==> config.mk <==
export PLATFORM = sky130hd
export DESIGN_NAME = serial_console_endpoint
export DESIGN_NICKNAME = d
export VERILOG_FILES = /design/src/rtl/serial_console_endpoint_pkg.sv /design/src/rtl/byte_fifo.sv /design/src/rtl/serial_console_endpoint.sv
export SDC_FILE = /design/constraint.sdc
export NUM_CORES = 1
export LEC_CHECK = 0
export ABC_AREA = 1
export CAP_MARGIN = 25
export CORE_AREA = 2 2 151 189
export CTS_CLUSTER_DIAMETER = 60
export DETAILED_ROUTE_END_ITERATION = 12
export DIE_AREA = 0 0 153 191
export HOLD_SLACK_MARGIN = 0.08
export SLEW_MARGIN = 10
export SYNTH_ARGS = -nofsm -noshare
export SYNTH_HDL_FRONTEND = slang
export SYNTH_HIERARCHICAL = 1
export SYNTH_SLANG_ARGS = --single-unit
==> constraint.sdc <==
create_clock -name clock -period 4.9 [get_ports clock]
set_clock_uncertainty 0.05 [all_clocks]
set_input_delay 1.225 -clock clock [delete_from_list [all_inputs] [get_ports clock]]
set_output_delay 1.225 -clock clock [all_outputs]
set_load 0.03 [all_outputs]
==> src/rtl/serial_console_endpoint_pkg.sv <==
// Shared constants and helpers for the serial console endpoint.
// Byte width and default FIFO depth live here so the top and the FIFO agree on them.
package serial_console_endpoint_pkg;

    localparam int SERIAL_DATA_W             = 8;
    localparam int SERIAL_DEPTH_LOG2_DEFAULT = 4;

    typedef struct packed {
        logic not_empty;
        logic not_full;
    } fifo_status_t;

    // Sticky flag update: a new error in the same cycle as a clear wins.
    function automatic logic sticky_next(input logic cur, input logic set, input logic clr);
        return set | (cur & ~clr);
    endfunction

endpackage

==> src/rtl/byte_fifo.sv <==
// First-word-fall-through FIFO: head_data is read combinationally from the
// registered read pointer; all status is derived from registered state only.
module byte_fifo #(
    parameter int DEPTH_LOG2 = 4,
    parameter int DATA_W     = 8
) (
    input  logic                clock,
    input  logic                reset,
    input  logic                push,
    input  logic [DATA_W-1:0]   push_data,
    input  logic                pop,
    output logic [DATA_W-1:0]   head_data,
    output logic                not_empty,
    output logic                not_full,
    output logic [DEPTH_LOG2:0] count
);

    localparam int DEPTH = 1 << DEPTH_LOG2;
    localparam logic [DEPTH_LOG2:0]   FULL_CNT = {1'b1, {DEPTH_LOG2{1'b0}}};
    localparam logic [DEPTH_LOG2:0]   CNT_ONE  = {{DEPTH_LOG2{1'b0}}, 1'b1};
    localparam logic [DEPTH_LOG2-1:0] PTR_ONE  = {{(DEPTH_LOG2-1){1'b0}}, 1'b1};

    logic [DATA_W-1:0]     mem [DEPTH];
    logic [DEPTH_LOG2-1:0] wr_ptr;
    logic [DEPTH_LOG2-1:0] rd_ptr;
    logic                  do_push;
    logic                  do_pop;

    assign not_empty = (count != '0);
    assign not_full  = (count != FULL_CNT);
    assign head_data = mem[rd_ptr];

    // Acceptance is judged on the start-of-cycle count: full pops only, empty pushes only.
    assign do_push = push && not_full;
    assign do_pop  = pop && not_empty;

    always_ff @(posedge clock) begin
        if (do_push) begin
            mem[wr_ptr] <= push_data;
        end
    end

    always_ff @(posedge clock) begin
        if (!reset) begin
            wr_ptr <= '0;
            rd_ptr <= '0;
            count  <= '0;
        end else begin
            if (do_push) begin
                wr_ptr <= wr_ptr + PTR_ONE;
            end
            if (do_pop) begin
                rd_ptr <= rd_ptr + PTR_ONE;
            end
            case ({do_push, do_pop})
                2'b10:   count <= count + CNT_ONE;
                2'b01:   count <= count - CNT_ONE;
                default: count <= count;
            endcase
        end
    end

endmodule

==> src/rtl/serial_console_endpoint.sv <==
// Device-side endpoint for the processor byte serial port: TX FIFO toward the
// host, RX FIFO toward the processor, plus sticky overflow/underrun flags.
module serial_console_endpoint
    import serial_console_endpoint_pkg::*;
#(
    parameter int DEPTH_LOG2 = SERIAL_DEPTH_LOG2_DEFAULT,
    parameter int DATA_W     = SERIAL_DATA_W
) (
    input  logic                clock,
    input  logic                reset,
    input  logic [DATA_W-1:0]   proc_wr_data,
    input  logic                proc_wren,
    input  logic                proc_rden,
    output logic [DATA_W-1:0]   proc_rd_data,
    output logic                proc_valid,
    output logic                proc_ready,
    output logic [DATA_W-1:0]   host_tx_data,
    output logic                host_tx_valid,
    input  logic                host_tx_ready,
    input  logic [DATA_W-1:0]   host_rx_data,
    input  logic                host_rx_valid,
    output logic                host_rx_ready,
    output logic [DEPTH_LOG2:0] tx_count,
    output logic [DEPTH_LOG2:0] rx_count,
    output logic                err_overflow,
    output logic                err_underrun,
    input  logic                err_clear
);

    fifo_status_t tx_st;
    fifo_status_t rx_st;

    byte_fifo #(.DEPTH_LOG2(DEPTH_LOG2), .DATA_W(DATA_W)) u_tx_fifo (
        .clock     (clock),
        .reset     (reset),
        .push      (proc_wren),
        .push_data (proc_wr_data),
        .pop       (host_tx_ready),
        .head_data (host_tx_data),
        .not_empty (tx_st.not_empty),
        .not_full  (tx_st.not_full),
        .count     (tx_count)
    );

    byte_fifo #(.DEPTH_LOG2(DEPTH_LOG2), .DATA_W(DATA_W)) u_rx_fifo (
        .clock     (clock),
        .reset     (reset),
        .push      (host_rx_valid),
        .push_data (host_rx_data),
        .pop       (proc_rden),
        .head_data (proc_rd_data),
        .not_empty (rx_st.not_empty),
        .not_full  (rx_st.not_full),
        .count     (rx_count)
    );

    assign host_tx_valid = tx_st.not_empty;
    assign proc_ready    = tx_st.not_full;
    assign proc_valid    = rx_st.not_empty;
    assign host_rx_ready = rx_st.not_full;

    always_ff @(posedge clock) begin
        if (!reset) begin
            err_overflow <= 1'b0;
            err_underrun <= 1'b0;
        end else begin
            err_overflow <= sticky_next(err_overflow, proc_wren && !tx_st.not_full, err_clear);
            err_underrun <= sticky_next(err_underrun, proc_rden && !rx_st.not_empty, err_clear);
        end
    end

endmodule

---- Word-level counts from Yosys, hierarchy flattened ----
Memory sizes are Yosys's and may differ from the RTL's. A register that Yosys moved wholly into a read port is not among the register bits.
Index checks and enable logic that the tools add are counted.
storage, ports and cells
  register bits after elaboration ......... 28
  memories ................................ 2
  output and inout port bits .............. 32
  bits in writable memories ............... 256
  bits of input ports ..................... 23
  logic and storage cells ................. 51
memories
  name           depth  bits a word  read ports  clocked after Yosys merged registers in  wr ports  RTL line         source
  u_rx_fifo.mem  16     8            1           1                                        1         byte_fifo.sv:23  logic [DATA_W-1:0] mem [DEPTH];
  u_tx_fifo.mem  16     8            1           1                                        1         byte_fifo.sv:23
operators by class
  equal/unequal tests ..................... 6
  muxes and demuxes ....................... 10
  bitwise operators ....................... 5
  reductions and logical operators ........ 12
  add/subtract/negate cells ............... 8
operator list
  operator                                                                count
  5-bit one-hot mux with 2 select lines                                   2
  4-bit by 1-bit adder with 4-bit output (second input constant)          4
  4-bit 2-to-1 mux                                                        4
  5-bit by 1-bit adder with 5-bit output (second input constant)          2
  5-bit != test (second input constant)                                   2
  5-bit nonzero test                                                      2
  5-bit by 1-bit subtractor with 5-bit output (second input constant)     2
  1-bit logical AND                                                       6
  2-bit by 1-bit equality test with 1-bit output (second input constant)  2
  2-bit equality test (second input constant)                             2
  1-bit 2-to-1 mux                                                        4
  2-bit nonzero test                                                      2
  1-bit AND                                                               2
  1-bit logical NOT                                                       2
  1-bit bitwise OR                                                        2
  1-bit NOT                                                               1

---- Depth between registers and ports, before layout ----
Gate-level depths: netlist (run 1).
  word-level depth ........................ 4
  mapped depth ............................ 15
  mapped depth without buffers ............ 15

---- Cells and area by module ----
The synthesis (run 1) kept the hierarchy.
modules (own cells, without submodules)
  module                   seq. area each (sq um)  area each (sq um)  times used  cells an instance
  byte_fifo                4,184.0                 6,053.3            2           475
  serial_console_endpoint  40.0                    80.1               1           12

---- Worst setup path after synthesis (run 1) ----
OpenSTA, ideal clock, no wires.
  path type ............................... flip-flop to output port
  from .................................... register with a tool-made name
  to ...................................... output port host_tx_data[5]
  setup slack ............................. 2.299 ns
  arrival time ............................ 1.326 ns
  cell stages (with the launch flop) ...... 9
  required time ........................... 3.625 ns
  buffers on the path ..................... 3
  cells stage by stage .................... dfxtp_1 -> buf_2 -> buf_6 -> buf_2 -> a21oi_1 -> o21ai_0 -> o211ai_1 -> o211ai_1 -> nand2_1
RTL lines
  element    RTL line                       source
  to (decl)  serial_console_endpoint.sv:17  output logic [DATA_W-1:0] host_tx_data,

==> results of run 1 <==
## report_power, final
part	leakage, uW	internal [uW]	switching, uW
Combinational	0.00188	775	1250
Clock	0.000442	1230	875
Sequential	0.00261	2850	193
## state kept, by name (all words and copies together) (netlist names), named ones only
| name | flops |
|---|---|
| u_rx_fifo/mem | 128 |
| u_tx_fifo/mem | 128 |
| u_rx_fifo/count | 5 |
| u_tx_fifo/count | 5 |
| u_rx_fifo/rd_ptr | 4 |
| u_rx_fifo/wr_ptr | 4 |
| u_tx_fifo/rd_ptr | 4 |
| u_tx_fifo/wr_ptr | 4 |
| err_overflow | 1 |
| err_underrun | 1 |
## cells by family after synthesis
| logic type | after synthesis | share of synthesized area |
|---|---|---|
| buffers and inverters | 160 | 0.0546 |
| XOR/XNOR | 10 | 0.00719 |
| flip-flops | 292 | 0.690 |
| adder cells (fa/ha/maj) | 16 | 0.0164 |
| AO/OA/AOI/OAI | 234 | 0.110 |
| multiplexers | 64 | 0.0526 |
| AND/OR/NAND/NOR | 186 | 0.0694 |
## cells in the mapped netlist, types with 4 or more instances
cell / n
edfxtp_1: 256
inv_1: 110
a21oi_1: 82
o21ai_0: 76
mux2i_1: 64
o211ai_1: 64
nand2_1: 60
nor2_1: 60
nand3_1: 42
dfxtp_1: 36
clkbuf_1: 22
ha_1: 16
buf_2: 12
nand4_1: 10
o21ai_1: 10
xor2_1: 8
buf_4: 4
buf_6: 4
inv_2: 4
nand2_4: 4
nand3_2: 4
nor2_2: 4
## layout make-up
type,count,area (um2),area share
sequential,292,8420,0.603
clock buffer,33,741,0.0531
clock inverter,20,165,0.0118
timing repair buffer,63,641,0.0459
inverter,116,440,0.0316
multi-input combinational,510,3110,0.223
tap,350,438,0.0314
## how the worst max path moves through the flow
stage | end | from | slack [ns]
after floorplan | host_tx_data[5] | register | 2.30
after CTS | host_tx_data[5] | register | 0.53
after global routing | host_tx_data[5] | register | 0.38
after detailed placement | host_tx_data[5] | register | 1.11
after global placement | host_tx_data[5] | register | 1.13
final | host_tx_data[5] | register | 0.55
## critical path, stage by stage, from the launching register on
cell             delay (ns)
dfxtp_4                0.95
buf_4                  0.39
mux2i_1                0.11
o211ai_1               0.17
nand3_1                0.12
nand2_1                0.11
clkdlybuf4s50_1        0.67
## per-layer routing
metal	wire, um	track usage	vias to the layer above	part of all wire
met1	10700	0.209	3580	0.42
met5	0	0	-	0
met2	13500	0.327	136	0.53
met3	881	0.0243	42	0.034
li1	-	-	3571	-
met4	609	0.0616	0	0.024
## per-stage QoR
step / utilization / hold WS (ns) / area, um2 / std cells
2_1_floorplan: - / 0.419 / 12200 / 962
3_3_place_gp: 0.474 / 0.403 / 13000 / 1330
3_5_place_dp: 0.475 / 0.410 / 13000 / 1331
4_1_cts: 0.508 / 0.417 / 14000 / 1384
5_1_grt: 0.508 / 0.457 / 14000 / 1384
6_report: 0.508 / 0.413 / 14000 / 1384
==> results.ini, run 1 <==
[worst_hold_path]
whs_path_depth = 2
min_from = err_overflow$_SDFF_PN0_
min_path_type = reg2reg
min_to = err_overflow$_SDFF_PN0_

[worst_setup_path]
timing.rr.end = u_tx_fifo/mem[3][6]$_DFFE_PP_
reg2reg_depth = 6
worstPathMaxFanout = 77
critPathKind = reg2out
end_kind = output port
regToRegSetupSlack_ns = 2.63
arrival_ns = 3.07
start_kind = register
crit_required_ns = 3.62
worstReg2RegStart = u_tx_fifo/count[2]$_SDFFE_PN0P_

[clocking]
ctsHoldBuffers = 0
clk_pin_slew_ns = 0.06
cts.sinks = 292
tritoncts.num_buffers = 29
clock_path_buffers = 3
cts_tree = built
clock_latency_ns = 0.54
cts_setup_buffers = 0
post_cts_resized = 0
htreeDepth = 1
cts_root_buf = clkbuf_16

[floorplanning]
start_util = 0.443
fp-row-count = 68
core_area_um2 = 27500
io_pins = 55
fp.dieH_um = 191
die_area_um2 = 29200
die_x_um = 153

[sta]
fin_tns_setup_ns = 0
finalCriticalPeriod_ns = 4.35
finalCritPeriodShare = 0.888
setup_viol = 0
timing.fmax_ghz = 0.230
fin_ws_ns = 0.551
tightest_slew_ns = 0.963
hold_viol_final = 0
max_slew_margin = 0.356
rsz0062_at_grt = false
drv_slew = 0

[global_route]
grt_remaining_overflow = 0
grt_pass1_vias = 7364
grt_max_degree = 78
grt_pass1_wl_um = 40200
track_usage = 0.176
antenna_found_initial = 0

[yosys]
ys.flop_type = edfxtp_1
ys_types = 27
synth-edff-count = 256
ys_seq_elements = 292
syn-cell-area_um2 = 12200
postSynthCellCount = 962
ys_warn_count = 6
synth_top_cell_by_area = edfxtp_1
synth-async-reset-ratio = 0
synth_area_leaders = edfxtp_1 63%, dfxtp_1 5.9%, mux2i_1 5.3%
synth_top_area_frac = 0.631
syn_area_per_cell_um2 = 12.7
syn-num-nets = 1001
ys_seq_area_frac = 0.690

[finish]
final_common_cell = edfxtp_1
drive_gt1_frac = 0.0667
fillers = 2402
mostFrequentLayoutCells = 256 x edfxtp_1, 110 x inv_1, 82 x a21oi_1
syn2layout_area_growth_pct = 14.5
n_antenna_cell = 0
nNetsFinal = 1051

[power]
leakage_uw = 0.00493
finalPower_uw = 7170
peakVddDrop_uv = 310
p_per_area_nw_per_um2 = 514

[place]
hpwl_um = 16400
dp_slack_ns = 1.11
portBuffers = 54
gp_congestion = 0.775

[drt]
antenna_left = 0
wl_um = 25600
dr.pass1.iters = 7
viasPerCell = 5.30
wl_per_cell_um = 18.5
vias = 7329
drc_errors = 0
drt_iter0_markers = 344

[run_status]
outcome = finished, final reports clean

[run]
drv_cap = 0

No activity file was read; power rests on OpenSTA's default activity.
==> run 2, diff against run 1 <==
--- a/config.mk
+++ b/config.mk
@@ -6,12 +6,13 @@
 export NUM_CORES = 1
 export LEC_CHECK = 0
 export ABC_AREA = 1
-export CAP_MARGIN = 25
-export CORE_AREA = 2 2 151 189
+export CAP_MARGIN = 10
+export CORE_AREA = 2 2 143 180
 export CTS_CLUSTER_DIAMETER = 60
 export DETAILED_ROUTE_END_ITERATION = 12
-export DIE_AREA = 0 0 153 191
+export DIE_AREA = 0 0 145 182
 export HOLD_SLACK_MARGIN = 0.08
+export PLACE_DENSITY = 0.67
 export SLEW_MARGIN = 10
 export SYNTH_ARGS = -nofsm -noshare
 export SYNTH_HDL_FRONTEND = slang
==> constraint.sdc (replaced) <==
create_clock -name clock -period 4.5 [get_ports clock]
set_clock_uncertainty 0.05 [all_clocks]
set_input_delay 1.125 -clock clock [delete_from_list [all_inputs] [get_ports clock]]
set_output_delay 1.125 -clock clock [all_outputs]
set_load 0.03 [all_outputs]
==> run 2 against run 1 <==
Wire length shrank 5.0%. Clock power up 15%. Die area fell by 9.7%. Count of clock-buffer cells in the layout up 2. Design area hardly changed. Cell count fell by 1.3%. Global-route usage is 1.0 points higher. Sequential cell count is the same. Largest power group unchanged.
==> results.ini, run 2 (synthesis gave the netlist of run 1 again) <==
[run_status]
outcome = finished, final reports clean

[worst_setup_path]
crit_required_ns = 3.32  ; -0.30 ns
regToRegSetupSlack_ns = 2.31  ; -0.32 ns
start_kind = register
timing.rr.end = u_tx_fifo/mem[3][3]$_DFFE_PP_
critPathKind = reg2out
reg2reg_depth = 6  ; unchanged
worstPathMaxFanout = 64  ; -17%
worstReg2RegStart = u_tx_fifo/count[2]$_SDFFE_PN0P_
arrival_ns = 2.92  ; -0.15 ns
end_kind = output port

[clocking]
clock_path_buffers = 3  ; unchanged
cts.sinks = 292  ; unchanged
cts_tree = built
htreeDepth = 1  ; unchanged
post_cts_resized = 0  ; unchanged
clk_pin_slew_ns = 0.06  ; about the same
tritoncts.num_buffers = 28  ; -3.4%
cts_root_buf = clkbuf_16
ctsHoldBuffers = 0  ; unchanged
clock_latency_ns = 0.52  ; -0.02 ns
cts_setup_buffers = 0  ; unchanged

[sta]
fin_ws_ns = 0.403  ; -0.149 ns
timing.fmax_ghz = 0.244
drv_slew = 0  ; unchanged
tightest_slew_ns = 1.16  ; +0.194 ns
hold_viol_final = 0  ; unchanged
fin_tns_setup_ns = 0  ; unchanged
rsz0062_at_grt = false
timing.hold.ws_ns = 0.411  ; -0.00153 ns
setup_viol = 0  ; unchanged
finalCritPeriodShare = 0.911
max_slew_margin = 0.228  ; -0.128
finalCriticalPeriod_ns = 4.10

[drt]
drt_iter0_markers = 537  ; +56%
wl_per_cell_um = 17.8  ; -3.8%
antenna_left = 0  ; unchanged
wl_um = 24300  ; -5.0%
vias = 7266  ; -0.86%
dr.pass1.iters = 7  ; unchanged
viasPerCell = 5.32  ; +0.45%
drc_errors = 0  ; unchanged

[run]
drv_cap = 0  ; unchanged

[floorplanning]
die_area_um2 = 26400  ; -9.7%
core_area_um2 = 24800  ; -9.7%
die_x_um = 145  ; -5.2%
io_pins = 55  ; unchanged
start_util = 0.491  ; +0.0478
fp-row-count = 65  ; -4.4%
fp.dieH_um = 182  ; -4.7%

[place]
dp_slack_ns = 0.977  ; -0.132 ns
placed_cells = 1317  ; -1.1%
gp_congestion = 0.832  ; +7.4%
portBuffers = 54  ; unchanged
hpwl_um = 15800  ; -3.8%

[global_route]
grt_pass1_wl_um = 39100  ; -2.6%
grt_remaining_overflow = 0  ; unchanged
antenna_found_initial = 0  ; unchanged
grt_pass1_vias = 7237  ; -1.7%
track_usage = 0.186  ; +0.0104
grt_max_degree = 65  ; -17%

[power]
finalPower_uw = 7860  ; +9.7%
p_per_area_nw_per_um2 = 563  ; +9.6%
peakVddDrop_uv = 369  ; +19%
leakage_uw = 0.00495  ; +0.44%

[finish]
drive_gt1_frac = 0.0698  ; +0.00310
instances_no_fill = 1366  ; -1.3%
mostFrequentLayoutCells = 256 x edfxtp_1, 110 x inv_1, 82 x a21oi_1
top_regs = u_rx_fifo/mem (128), u_tx_fifo/mem (128)
final_common_cell = edfxtp_1
seqCellArea_um2 = 8420  ; unchanged
nNetsFinal = 1051  ; unchanged
syn2layout_area_growth_pct = 14.6  ; about the same
multiInputGateArea_um2 = 3110  ; unchanged
fillers = 2040  ; -15%
n_antenna_cell = 0  ; unchanged

[worst_hold_path]
min_from = err_underrun$_SDFF_PN0_
min_to = err_underrun$_SDFF_PN0_
whs_path_depth = 2  ; unchanged
min_path_type = reg2reg

run 2: cell count changes in the layout (fill, tap and decap cells not counted), sizes merged:
| cell | before | now |
|---|---|---|
| buf | 9 | 10 |
| bufinv | 3 | 5 |
| clkbuf | 33 | 35 |
| clkinv | 16 | 9 |
| clkinvlp | 1 | 0 |
run 2: worst max-delay path, stage by stage, from the launching register on:
cell,delay [ns]
dfxtp_4,0.83
buf_4,0.36
mux2i_1,0.10
o211ai_1,0.18
o211ai_1,0.11
nand2_1,0.11
clkdlybuf4s50_1,0.67
run 2: per-layer routing:
metal / wire length [um] / vias up / GRT usage / part of all wire
li1: - / 3563 / - / -
met1: 10000 / 3487 / 0.232 / 0.41
met2: 12500 / 162 / 0.336 / 0.52
met3: 926 / 54 / 0.0226 / 0.038
met4: 831 / 0 / 0.0673 / 0.034
met5: 0 / - / 0 / 0
run 2: how the worst max path moves through the flow:
stage	start	end	slack, ns	cells past startpoint
floorplan	register	host_tx_data[5]	2.00	8
global placement	register	host_tx_data[3]	0.98	6
finish	register	host_tx_data[3]	0.40	6
global route	register	host_tx_data[5]	0.23	6
CTS	register	host_tx_data[3]	0.40	6
detailed placement	register	host_tx_data[3]	0.98	6
run 2: per-stage QoR:
stage               cell area (um2)  utilization
finish                        14000        0.563
global route                  14000        0.563
CTS                           14000        0.563
detailed placement            13000        0.524
global placement              13000        0.524
floorplan                     12200            -
run 2: cell type report:
class | instances | share of cell area
tap | 335 | 0.0300
inverter | 116 | 0.0315
clock buffer | 35 | 0.0543
timing repair buffer | 64 | 0.0441
multi-input combinational | 510 | 0.223
clock inverter | 14 | 0.0144
sequential | 292 | 0.603
run 2: power by group:
part / switching (uW) / internal [uW] / total, uW
clock network: 944 / 1470 / 2420
registers: 206 / 3100 / 3310
logic: 1310 / 825 / 2140
total: 2460 / 5400 / 7860
==> run 3, diff against run 2 <==
--- a/config.mk
+++ b/config.mk
@@ -18,3 +18,4 @@
 export SYNTH_HDL_FRONTEND = slang
 export SYNTH_HIERARCHICAL = 1
 export SYNTH_SLANG_ARGS = --single-unit
+export TNS_END_PERCENT = 10
==> results of run 3 <==
Same layout as run 2: the final DEF is identical, and so are final timing and power.
